File: src/rtl/cluster_pkg.sv
// Shared definitions for the cluster serializer: cluster geometry, link word
// layout, FSM encoding and the header word builder.
package cluster_pkg;
  localparam int MXADRBITS  = 11;
  localparam int MXCNTBITS  = 3;
  localparam int MXCLUSTERS = 8;
  localparam logic [MXADRBITS-1:0] INVALID_ADR = 11'h7FF;

  localparam int LINK_W   = 14;
  localparam int IDX_W    = $clog2(MXCLUSTERS);
  localparam int NCLUST_W = IDX_W + 1;

  localparam int HDR_SEQ_MSB    = 13;
  localparam int HDR_SEQ_LSB    = 4;
  localparam int HDR_NCLUST_MSB = 3;
  localparam int HDR_NCLUST_LSB = 0;
  localparam int SEQ_W          = HDR_SEQ_MSB - HDR_SEQ_LSB + 1;

  typedef enum logic [1:0] {
    ST_IDLE = 2'd0,
    ST_HDR  = 2'd1,
    ST_DATA = 2'd2
  } state_t;

  function automatic logic [LINK_W-1:0] hdr_word(input logic [SEQ_W-1:0]    seq,
                                                 input logic [NCLUST_W-1:0] nclust);
    logic [LINK_W-1:0] w;
    w = '0;
    w[HDR_SEQ_MSB:HDR_SEQ_LSB]       = seq;
    w[HDR_NCLUST_MSB:HDR_NCLUST_LSB] = nclust;
    return w;
  endfunction
endpackage

File: src/rtl/cluster_valid_count.sv
// Counts the leading run of valid cluster slots starting at slot 0; anything
// after the first invalid slot is ignored.
module cluster_valid_count
  import cluster_pkg::*;
(
  input  logic [MXCLUSTERS*MXADRBITS-1:0] i_adr,
  output logic [NCLUST_W-1:0]             o_nclust
);

  logic w_run;

  always_comb begin
    o_nclust = '0;
    w_run    = 1'b1;
    for (int i = 0; i < MXCLUSTERS; i++) begin
      if (w_run && (i_adr[i*MXADRBITS +: MXADRBITS] != INVALID_ADR))
        o_nclust = o_nclust + NCLUST_W'(1);
      else
        w_run = 1'b0;
    end
  end

endmodule

File: src/rtl/cluster_serializer.sv
// Captures one sorted cluster set per load and streams it as a header word
// followed by one word per leading valid cluster on a valid/ready link.
module cluster_serializer
  import cluster_pkg::*;
(
  input  logic                            clock4x,
  input  logic                            reset_n,
  input  logic                            load,
  output logic                            in_ready,
  input  logic [MXCLUSTERS*MXADRBITS-1:0] adr_in,
  input  logic [MXCLUSTERS*MXCNTBITS-1:0] cnt_in,
  output logic [LINK_W-1:0]               tx_data,
  output logic                            tx_valid,
  input  logic                            tx_ready,
  output logic                            tx_sof,
  output logic                            tx_eof,
  output logic [7:0]                      overflow_cnt
);

  state_t                r_state;
  logic [MXADRBITS-1:0]  r_adr [MXCLUSTERS];
  logic [MXCNTBITS-1:0]  r_cnt [MXCLUSTERS];
  logic [NCLUST_W-1:0]   r_nclust;
  logic [IDX_W-1:0]      r_idx;
  logic [SEQ_W-1:0]      r_seq;
  logic [7:0]            r_ovf;
  logic [LINK_W-1:0]     r_tx_data;
  logic                  r_tx_valid;
  logic                  r_sof;
  logic                  r_eof;
  logic                  r_in_ready;

  logic [NCLUST_W-1:0]   w_nclust;
  logic                  w_take;
  logic                  w_accept;
  logic [IDX_W-1:0]      w_next_idx;
  logic [LINK_W-1:0]     w_next_word;
  logic                  w_next_eof;

  cluster_valid_count u_valid_count (
    .i_adr    (adr_in),
    .o_nclust (w_nclust)
  );

  assign w_take   = load && r_in_ready;
  assign w_accept = r_tx_valid && tx_ready;

  // Word that follows the current one: slot 0 after the header, else idx+1.
  always_comb begin
    w_next_idx  = (r_state == ST_HDR) ? '0 : r_idx + IDX_W'(1);
    w_next_word = {r_adr[w_next_idx], r_cnt[w_next_idx]};
    w_next_eof  = ({1'b0, w_next_idx} == (r_nclust - NCLUST_W'(1)));
  end

  // Cluster payload is only ever read after a capture, so it carries no reset.
  always_ff @(posedge clock4x) begin
    if (w_take) begin
      for (int i = 0; i < MXCLUSTERS; i++) begin
        r_adr[i] <= adr_in[i*MXADRBITS +: MXADRBITS];
        r_cnt[i] <= cnt_in[i*MXCNTBITS +: MXCNTBITS];
      end
      r_nclust <= w_nclust;
    end
  end

  always_ff @(posedge clock4x or negedge reset_n) begin
    if (!reset_n) begin
      r_state    <= ST_IDLE;
      r_idx      <= '0;
      r_seq      <= '0;
      r_ovf      <= '0;
      r_tx_data  <= '0;
      r_tx_valid <= 1'b0;
      r_sof      <= 1'b0;
      r_eof      <= 1'b0;
      r_in_ready <= 1'b0;
    end else begin
      if (load && !r_in_ready && (r_ovf != 8'hFF))
        r_ovf <= r_ovf + 8'd1;

      case (r_state)
        ST_IDLE: begin
          r_in_ready <= 1'b1;
          if (w_take) begin
            r_state    <= ST_HDR;
            r_in_ready <= 1'b0;
            r_tx_valid <= 1'b1;
            r_tx_data  <= hdr_word(r_seq, w_nclust);
            r_sof      <= 1'b1;
            r_eof      <= (w_nclust == '0);
          end
        end
        ST_HDR, ST_DATA: begin
          if (w_accept) begin
            if (r_eof) begin
              r_state    <= ST_IDLE;
              r_seq      <= r_seq + SEQ_W'(1);
              r_tx_valid <= 1'b0;
              r_sof      <= 1'b0;
              r_eof      <= 1'b0;
              r_in_ready <= 1'b1;
            end else begin
              r_state   <= ST_DATA;
              r_idx     <= w_next_idx;
              r_tx_data <= w_next_word;
              r_sof     <= 1'b0;
              r_eof     <= w_next_eof;
            end
          end
        end
        default: r_state <= ST_IDLE;
      endcase
    end
  end

  assign in_ready     = r_in_ready;
  assign tx_data      = r_tx_data;
  assign tx_valid     = r_tx_valid;
  assign tx_sof       = r_sof;
  assign tx_eof       = r_eof;
  assign overflow_cnt = r_ovf;

endmodule

File: config.mk
export PLATFORM = sky130hd
export DESIGN_NAME = cluster_serializer
export DESIGN_NICKNAME = d
export VERILOG_FILES = /design/src/rtl/cluster_pkg.sv /design/src/rtl/cluster_valid_count.sv /design/src/rtl/cluster_serializer.sv
export SDC_FILE = /design/constraint.sdc
export NUM_CORES = 1
export LEC_CHECK = 0
export BUFFER_PORTS_ARGS = -buffer_cell sky130_fd_sc_hd__clkbuf_2
export CORE_MARGIN = 2
export CORE_UTILIZATION = 55
export DETAILED_ROUTE_END_ITERATION = 10
export PLACE_DENSITY = 0.82
export SLEW_MARGIN = 20
export SYNTH_ARGS = -nofsm -noshare
export SYNTH_HDL_FRONTEND = slang
export SYNTH_SLANG_ARGS = --single-unit
File: constraint.sdc
create_clock -name clock4x -period 4.5 [get_ports clock4x]
set_clock_uncertainty 0.05 [all_clocks]
set_input_delay 0.9 -clock clock4x [delete_from_list [all_inputs] [get_ports clock4x]]
set_output_delay 0.9 -clock clock4x [all_outputs]
set_load 0.05 [all_outputs]
==> flow_summary.toml, run 1 <==
[worst_setup_path]
crit_type = "input port to flip-flop"
critPathCaptureType = "flip-flop"
arrival_ns = 4.43
slowest_delay_ns = 0.53
reg2reg_from = "r_idx[0]$_DFFE_PN0P_"
crit_chain = "clkbuf_2 > nand4_1 > or3_1 > nor2_1 > nor2_1 > ha_1 > inv_1 > a311oi_2 > ha_1 > inv_1 > mux2i_1 > or3_2 > nand2_1 > ha_1 > nor4_2 > a31oi_2 > or4_4 > o31ai_2"
reg2reg_slack_ns = 1.17
r2r-end = "tx_data[4]$_DFFE_PN0P_"
crit_top_cell = "ha_1"
worst_setup_path_start_kind = "input port"
worstSetupStartpoint = "adr_in[26]"
crit_required_ns = 4.78
crit_path_top_delay_cell = "or4_4"
path_max_fanout = 2
ff2ff_path_depth = 8

[die]
io_pins = 142
die_h_um = 116.2
die_w_um = 116.2
start_util_pct = 56.93
fp-row-count = 40
core_um2 = 12160
dieArea_um2 = 13500

[layout]
antennaDiodeCount = 0
drive_gt1_share_pct = 33.13
syn_to_final_growth_pct = 21.88
design_area_um2 = 8439
layout.nets = 783
utilization_pct = 69.39

[global_route]
grt_pass1_vias = 4954
grt_pass1_wl_um = 25750
overflow = 0
grtUsageTotal_pct = 26.01
antenna_found_initial = 0
grt_max_degree = 62

[yosys]
yosys.cell_count.top_type = "edfxtp_1"
yosys.area_share.simple_pct = 12.32
synth_common_cells = "edfxtp_1, nand2_1, dfrtp_1"
syn-num-nets = 633
synth.distinct_cells = 58
synth_top_family_by_area = "simple AND/OR/NAND/NOR gates"
post_synth_xor_area_fraction_pct = 3.108
synth_cells = 507
synth_top_area_cell = "edfxtp_1"
ys.flop_type = "edfxtp_1"
yosys_warnings = 0
synth-adder-area-share_pct = 1.807
synth.area.top_cells = "edfxtp_1, dfrtp_1, mux4_2, nand2_1, a211oi_1"
syn_area_um2 = 6924
synth-edff-count = 116
synth.area.mux_share_pct = 5.005
async_reset_ff_share_pct = 26.11
syn_area_per_cell_um2 = 13.66
synth_compound_area_share_pct = 10.46
synth-seq-cells = 157
synth_top_area_share_pct = 50.31
ys_seq_area_share_pct = 65.12

[route]
drtAntennaViolNets = 0
first_pass_iters = 5
wl_per_cell_um = 19.64
drc = 0
vias = 4898
via_per_inst = 5.845
routed_wl_um = 16460
drt_iter0_drc = 364

[cts]
clk_pin_slew_ns = 0.06
cts_max_level = 4
clock-sinks = 157
worstSkewPairLatency_ns = 0.42
cts_root_buf = "clkbuf_16"
cts_buffers = 17
cts_buffer_depth = 2
ctsHoldBuffers = 0
cts_tree = "done"

[power]
total_leakage_power_nw = 3.410
total_power_mw = 5.417
switching_share_pct = 38.19
p_comb_share_pct = 36.5
vdd_drop_max_uv = 355.3
powerDensity_nw_per_um2 = 641.9
p_clk_share_pct = 25.1
p_seq_share_pct = 38.4
p_int_mw = 3.349
switchingPower_mw = 2.069

[timing]
final_critical_path_setup_slack_ns = 0.3497
slew_violations = 0
max_slew_margin_pct = 36.92
worst_pin_slew_ns = 0.9463
period_needed_ns = 4.150
rsz0062_at_grt = "no"
hold_violations = 0
post-route-period-util_pct = 92.23
setup_violations = 0
fmax_ghz = 0.2409

[flow_run]
maxCapViolations = 0

[place]
dpl.hpwl_um = 11830
io_buffers = 141
dp_slack_ns = -0.1969
post_dp_cell_area_um2 = 7860
gp_congestion = 0.8714

[hold_path]
hp-class = "flip-flop to flip-flop"
min_to = "tx_data[7]$_DFFE_PN0P_"
min-delay-start = "tx_data[7]$_DFFE_PN0P_"
hold_depth = 1

[run_status]
status = "completed"
==> layout make-up <==
class,count,area (µm²)
Clock buffer,20,456.7
Clock inverter,12,115.1
Fill cell,817,3722
Inverter,10,40.04
Multi-Input combinational cell,317,2292
Sequential cell,157,4509
Tap cell,168,210.2
Timing Repair Buffer,154,815.8
==> placed cells by master (no fill, tap or decap), types with 3 or more instances in the layout <==
master / n
clkbuf_2: 140
edfxtp_1: 116
nand2_1: 57
dfrtp_1: 41
nor2_1: 30
a211oi_1: 25
nand4_1: 22
a21oi_1: 20
clkbuf_16: 17
xnor2_1: 16
and2_1: 15
a311oi_1: 14
mux4_2: 14
buf_4: 12
nand3_1: 11
a21o_1: 10
ha_1: 10
inv_1: 9
nor3_1: 9
o21ai_0: 8
xor2_1: 6
clkinvlp_4: 6
or3_1: 4
clkinv_4: 3
==> power by group through the flow <==
stage               clock network, mW  logic, mW  registers, mW
floorplan                           0       1.15           2.34
global placement                    0       1.91           2.08
detailed placement                  0       1.96           2.10
CTS                              1.38       1.98           2.08
global route                     1.44       2.15           2.11
finish                           1.36       1.98           2.08
==> kinds of logic after synthesis <==
logic type,count (synthesis)
AND/OR/NAND/NOR,167
flip-flops,157
adder cells (fa/ha/maj),10
AO/OA/AOI/OAI,100
buffers and inverters,33
multiplexers,17
XOR/XNOR,23
==> critical path, delay by kind of cell <==
| kind | cells | cell delay (ns) |
|---|---|---|
| adders and majority gates | 3 | 0.80 |
| buffers and inverters | 3 | 0.22 |
| AOI/OAI and AO/OA | 3 | 0.47 |
| muxes | 1 | 0.09 |
| and+or+nand+nor | 8 | 1.96 |
==> flip-flops by register name, indices dropped and copies added, names as in the netlist <==
| register | flops |
|---|---|
| in_ready | 1 |
| overflow_cnt | 8 |
| r_adr | 88 |
| r_cnt | 24 |
| r_idx | 3 |
| r_nclust | 4 |
| r_seq | 10 |
| r_state | 2 |
| tx_data | 14 |
| tx_eof | 1 |
| tx_sof | 1 |
| tx_valid | 1 |
==> how the worst max path moves through the flow <==
stage	to	slack (ns)	cells after the start
after floorplan	tx_eof$_DFFE_PN0P_	0.10	18
after global placement	tx_data[2]$_DFFE_PN0P_	0.01	19
after detailed placement	tx_data[2]$_DFFE_PN0P_	-0.20	19
after CTS	tx_data[2]$_DFFE_PN0P_	0.24	19
after global routing	tx_eof$_DFFE_PN0P_	0.11	18
final	tx_eof$_DFFE_PN0P_	0.35	18
==> metal layers <==
metal  global-route usage [%]  vias up  wire length [µm]  part of all wire, %
met2                    43.82      203              8299                   50
met3                    5.293       39              1038                  6.3
li1                         -     2256                 -                    -
met5                        0        -                 0                    0
met1                    32.61     2400              6527                   40
met4                    12.38        0               590                  3.6
==> through the flow <==
| stage | hold WS [ns] | instances | setup TNS, ns |
|---|---|---|---|
| after floorplan | 0.3964 | 507 | 0 |
| after global placement | 0.4113 | 806 | 0 |
| after detailed placement | 0.4191 | 806 | -0.4032 |
| after CTS | 0.4318 | 838 | 0 |
| after global routing | 0.4466 | 838 | 0 |
| final | 0.4274 | 838 | 0 |
==> repair_timing <==
action	4_1_cts	5_1_grt
endpoints found under the setup margin	0	2
setup buffers	0	0
endpoints found under the hold margin	0	0
gates resized for setup	0	2
Note: power is estimated with default switching activity, not from simulation.
==> run 2: changes to the inputs <==
--- a/config.mk
+++ b/config.mk
@@ -5,6 +5,7 @@
 export SDC_FILE = /design/constraint.sdc
 export NUM_CORES = 1
 export LEC_CHECK = 0
+export ABC_AREA = 1
 export BUFFER_PORTS_ARGS = -buffer_cell sky130_fd_sc_hd__clkbuf_2
 export CORE_MARGIN = 2
 export CORE_UTILIZATION = 55
==> run 2 against run 1 <==
Non-clock buffer count decreased by 8; first-iteration DRC count rose by 61%; clock-buffer cell count rose by 5; register-to-register slack gained 0.20 ns; worst setup slack improved by 0.59 ns; critical path type unchanged; routed wire length grew 8.6%; sequential cell count did not move; sequential share of layout area grew 0.071 points; cell count increased by 15%; synthesized area increased by 1.2%; die area rose by 1.2%; sequential power up 2%; highest routed layer unchanged.
==> flow_summary.toml, run 2 <==
[yosys]
yosys_warnings = 0
syn-num-nets = 767
synth_cells = 641
ys.flop_type = "edfxtp_1"
synth.area.top_cells = "edfxtp_1, dfrtp_1, nor2_1, nand2_1, o21ai_0"
yosys.cell_count.top_type = "edfxtp_1"
synth_common_cells = "edfxtp_1, nor2_1, nand2_1"
ys_seq_area_share_pct = 64.35
synth_top_area_cell = "edfxtp_1"
synth_top_area_share_pct = 49.71
syn_area_per_cell_um2 = 10.93
syn_area_um2 = 7008
async_reset_ff_share_pct = 26.11
synth-seq-cells = 157
synth-edff-count = 116
synth.distinct_cells = 41

[place]
dp_slack_ns = 0.5681
io_buffers = 141
dpl.hpwl_um = 12690
gp_congestion = 0.8961
post_dp_cell_area_um2 = 7876

[timing]
fin_setup_tns_ns = 0
fmax_ghz = 0.2810
setup_violations = 0
period_needed_ns = 3.559
worst_pin_slew_ns = 0.9447
final_critical_path_setup_slack_ns = 0.9410
hold_violations = 0
slew_violations = 0
max_slew_margin_pct = 37.02
post-route-period-util_pct = 79.09
rsz0062_at_grt = "no"

[power]
switching_share_pct = 41.89
vdd_drop_max_uv = 458.6
p_clk_share_pct = 22.9
powerDensity_nw_per_um2 = 691.2
switchingPower_mw = 2.440
total_power_mw = 5.826
p_comb_share_pct = 40.6
total_leakage_power_nw = 3.595
p_seq_share_pct = 36.5
p_int_mw = 3.385

[worst_setup_path]
crit_buf_inv = 5
slowest_delay_ns = 0.30
worst_setup_path_start_kind = "input port"
crit_required_ns = 4.76
arrival_ns = 3.82
crit_family = "simple AND/OR/NAND/NOR gates"
crit_chain = "clkbuf_2 > nand2_1 > nor2_1 > nand3_2 > nand2_1 > inv_1 > ha_1 > o21ai_2 > inv_2 > ha_1 > nor3_1 > nand4_1 > nand2_2 > inv_2 > nand2_1 > ha_1 > inv_1 > nor3_1 > nand2_1 > nand3_1 > nor2_1 > nand2_1 > a21oi_1"
crit_path_top_delay_cell = "ha_1"
critPathCaptureType = "flip-flop"
path_max_fanout = 3
crit_top_cell = "nand2_1"
crit_type = "input port to flip-flop"

[die]
die_w_um = 116.9
start_util_pct = 55.99
core_um2 = 12520
fp-row-count = 41
die_h_um = 116.9
dieArea_um2 = 13660
io_pins = 142

[route]
drc = 0
drtAntennaViolNets = 0
wl_per_cell_um = 18.48
vias = 5491
routed_wl_um = 17870
drt_iter0_drc = 587
first_pass_iters = 5
via_per_inst = 5.678

[cts]
ctsHoldBuffers = 0
cts_buffers = 17
ctsResizeCount = 0
cts_buffer_depth = 2
clock-sinks = 157
clk_pin_slew_ns = 0.06
postCtsSetupBuffers = 0
cts_root_buf = "clkbuf_16"
worstSkewPairLatency_ns = 0.42
cts_max_level = 4
cts_tree = "done"

[global_route]
overflow = 0
grt_pass1_wl_um = 27590
grt_max_degree = 91
grtUsageTotal_pct = 27.47
antenna_found_initial = 0
grt_pass1_vias = 5549

[layout]
final_cell_mix = "clkbuf_2, edfxtp_1, nor2_1"
final_common_cell = "clkbuf_2"
utilization_pct = 67.33
syn_to_final_growth_pct = 20.26
design_area_um2 = 8428
drive_gt1_share_pct = 25.66
num-fill-cells = 963
largest_reg_flops = 88
top_register = "r_adr"
antennaDiodeCount = 0
layout.nets = 908

[flow_run]
maxCapViolations = 0

[hold_path]
hp-class = "flip-flop to flip-flop"

[run_status]
status = "completed"
-- run 2: cell types whose count changed after synthesis, moves of 14 or more --
cell / change
a311oi_1: -15
inv_1: +26
o221ai_1: +14
nor2_1: +77
a211oi_1: -24
mux4_2: -14
o22ai_1: +14
and2_1: -15
o21ai_0: +52
nand2_1: +25
-- run 2: kinds of logic after synthesis --
family	synth area share (%)
buffers and inverters	3.856
adder cells (fa/ha/maj)	1.785
flip-flops	64.35
XOR/XNOR	2.125
AND/OR/NAND/NOR	15.73
AO/OA/AOI/OAI	11.84
multiplexers	0.3213
-- run 2: path summary, 6_finish.rpt --
check / start / end / slack [ns] / cells past startpoint
min in group asynchronous: reset_n / r_idx[0]$_DFFE_PN0P_ / 0.57 / 1
min reg2reg: r_seq[9]$_DFFE_PN0P_ / r_seq[9]$_DFFE_PN0P_ / 0.43 / 1
max in group asynchronous: reset_n / r_seq[6]$_DFFE_PN0P_ / 3.23 / 1
min: r_seq[9]$_DFFE_PN0P_ / r_seq[9]$_DFFE_PN0P_ / 0.43 / 1
max: adr_in[2] / tx_eof$_DFFE_PN0P_ / 0.94 / 23
max reg2reg: r_state[1]$_DFFE_PN0P_ / tx_data[0]$_DFFE_PN0P_ / 1.37 / 8
-- run 2: area by class of cell --
type	count	area, µm²	area share (%)
multi-input combinational	415	2236	26.53
sequential	157	4509	53.50
tap	172	215.2	2.553
timing repair buffer	146	747.0	8.863
inverter	45	172.7	2.049
clock buffer	25	485.5	5.760
clock inverter	7	62.56	0.7423
-- run 2: per-stage QoR --
step / hold slack, ns / instances
after floorplan: 0.3919 / 641
final: 0.4265 / 967
after detailed placement: 0.4157 / 935
after global routing: 0.4514 / 967
after CTS: 0.4275 / 967
after global placement: 0.4093 / 935
-- run 2: power groups by stage --
stage               Clock, mW  Combinational (mW)  Sequential (mW)
floorplan                   0                1.34             2.44
finish                   1.33                2.37             2.12
global route             1.41                2.58             2.16
CTS                      1.35                2.36             2.13
global placement            0                2.28             2.13
detailed placement          0                2.35             2.15
-- run 2: per-layer routing --
metal / GRT usage, % / up-vias / routed length [µm]
li1: - / 2550 / -
met1: 33.08 / 2629 / 6863
met2: 48.48 / 280 / 9163
met3: 5.922 / 32 / 1376
met4: 10.75 / 0 / 464
met5: 0 / - / 0
==> run 3: changes to the inputs <==
==> constraint.sdc (replaced) <==
create_clock -name clock4x -period 3.67 [get_ports clock4x]
set_clock_uncertainty 0.05 [all_clocks]
set_input_delay 0.734 -clock clock4x [delete_from_list [all_inputs] [get_ports clock4x]]
set_output_delay 0.734 -clock clock4x [all_outputs]
set_load 0.05 [all_outputs]
==> run 3 against run 2 <==
Register-to-register slack got worse by 0.09 ns; global-route usage decreased by 0.30 points; die area unchanged; sequential share of layout area decreased by 0.68 points; worst hold slack got worse by 0.018 ns; cell count increased by 0.62%; cell area increased by 1.3%; largest power group unchanged.
==> flow_summary.toml, run 3 (synthesized netlist as in run 2, its figures left out) <==
[layout]
layout.nets = 914
top_register = "r_adr"
final_cell_mix = "clkbuf_2, edfxtp_1, nor2_1"
antennaDiodeCount = 0
final_common_cell = "clkbuf_2"
syn_to_final_growth_pct = 21.82
largest_reg_flops = 88
drive_gt1_share_pct = 26.47

[cts]
cts_max_level = 4
worstSkewPairLatency_ns = 0.42
cts_buffer_depth = 2
ctsResizeCount = 0
clk_pin_slew_ns = 0.06
clock-sinks = 157
cts_tree = "done"
postCtsSetupBuffers = 0
cts_buffers = 17
cts_root_buf = "clkbuf_16"
ctsHoldBuffers = 0

[run_status]
status = "completed"

[place]
io_buffers = 141
gp_congestion = 0.8707
dpl.hpwl_um = 12990

[worst_setup_path]
path_max_fanout = 3
crit_top_cell = "nand2_1"
critPathCaptureType = "flip-flop"
crit_path_top_delay_cell = "ha_1"
slowest_delay_ns = 0.30
ff2ff_path_depth = 10
crit_required_ns = 3.93
crit_type = "input port to flip-flop"
arrival_ns = 3.57
crit_chain = "clkbuf_2 > nand2_1 > nor2_1 > nand3_2 > nand2_1 > inv_1 > ha_1 > o21ai_2 > inv_2 > ha_1 > nor3_1 > nand4_1 > nand2_2 > inv_2 > nand2_1 > ha_1 > inv_1 > nor3_1 > nand2_1 > nand3_1 > nor2_1 > nand2_1 > a21oi_1"
worst_setup_path_start_kind = "input port"

[hold_path]
hp-class = "input port to async pin"

[die]
io_pins = 142
core_um2 = 12520
die_h_um = 116.9
die_w_um = 116.9
dieArea_um2 = 13660
fp-row-count = 41
start_util_pct = 55.99

[timing]
slew_violations = 0
hold_violations = 0
fmax_ghz = 0.3022
worst_pin_slew_ns = 0.9431
rsz0062_at_grt = "no"
period_needed_ns = 3.309
setup_violations = 0
max_slew_margin_pct = 37.13
post-route-period-util_pct = 90.17
timing.hold.ws_ns = 0.4082

[global_route]
grt_pass1_vias = 5525
overflow = 0
antenna_found_initial = 0
grtUsageTotal_pct = 27.17
grt_max_degree = 90
grt_pass1_wl_um = 27340

[power]
vdd_drop_max_uv = 507.2
powerDensity_nw_per_um2 = 863.2
total_leakage_power_nw = 3.641
total_power_mw = 7.369

[route]
drtAntennaViolNets = 0
via_per_inst = 5.720
first_pass_iters = 5
drc = 0
wl_per_cell_um = 18.23
drt_iter0_drc = 523
vias = 5566
routed_wl_um = 17730

[flow_run]
maxCapViolations = 0
run 3: cell types whose count changed in the layout (fill, tap and decap cells not counted):
cell	previous run	this run
a21oi_1	27	26
a21oi_2	0	1
buf_4	4	10
bufinv_16	1	4
clkbuf_1	5	2
clkbuf_8	3	0
clkinv_1	2	5
clkinv_2	5	2
clkinv_4	0	1
clkinvlp_4	2	4
nand2_1	82	81
nand2_2	2	3
run 3: metal layers:
metal	vias up	track usage [%]	wire length, µm	part of all wire [%]
li1	2565	-	-	-
met1	2653	31.91	6735	38
met4	0	14.12	728	4.1
met2	300	46.05	8805	50
met5	-	0	0	0
met3	48	7.261	1465	8.3
run 3: layout make-up:
type                    count  area (µm²)
inverters                  45       172.7
clock buffers              19       432.9
flip-flops and latches    157        4509
well taps                 172       215.2
repair buffers            152       792.0
fillers                   945        3980
multi-input cells         415        2242
clock inverters            13       172.7
run 3: worst max-delay path: cells and delay by family:
family | cells | cell delay, ns
buf+inv | 5 | 0.27
simple gates | 13 | 1.58
compound gates | 2 | 0.23
fa+ha+maj | 3 | 0.75
run 3: per-stage QoR:
| step | cells | util [%] | setup WS, ns | area, µm² | TNS, ns |
|---|---|---|---|---|---|
| after floorplan | 641 | - | 0.02319 | 7019 | 0 |
| final | 973 | 68.20 | 0.3606 | 8537 | 0 |
| after global routing | 973 | 68.20 | 0.1776 | 8537 | 0 |
| after CTS | 973 | 68.17 | 0.4047 | 8533 | 0 |
| after global placement | 941 | 63.33 | 0.02401 | 7928 | 0 |
| after detailed placement | 941 | 63.33 | -0.01703 | 7928 | -0.01703 |
run 3: power breakdown:
group / switching, mW / internal [mW]
clock: 0.682 / 1.13
combinational: 2.15 / 0.838
sequential: 0.198 / 2.37
run 3: final timing paths:
check,start,to,slack (ns)
setup / recovery,adr_in[0],tx_eof$_DFFE_PN0P_,0.36
hold / removal,reset_n,r_idx[0]$_DFFE_PN0P_,0.41
setup reg to reg,r_state[0]$_DFFE_PN0P_,tx_data[0]$_DFFE_PN0P_,1.28
hold reg to reg,tx_data[3]$_DFFE_PN0P_,tx_data[3]$_DFFE_PN0P_,0.44
max in group asynchronous,reset_n,overflow_cnt[7]$_DFFE_PN0P_,2.57
min in group clock4x,cnt_in[14],r_cnt[4][2]$_DFFE_PP_,0.44
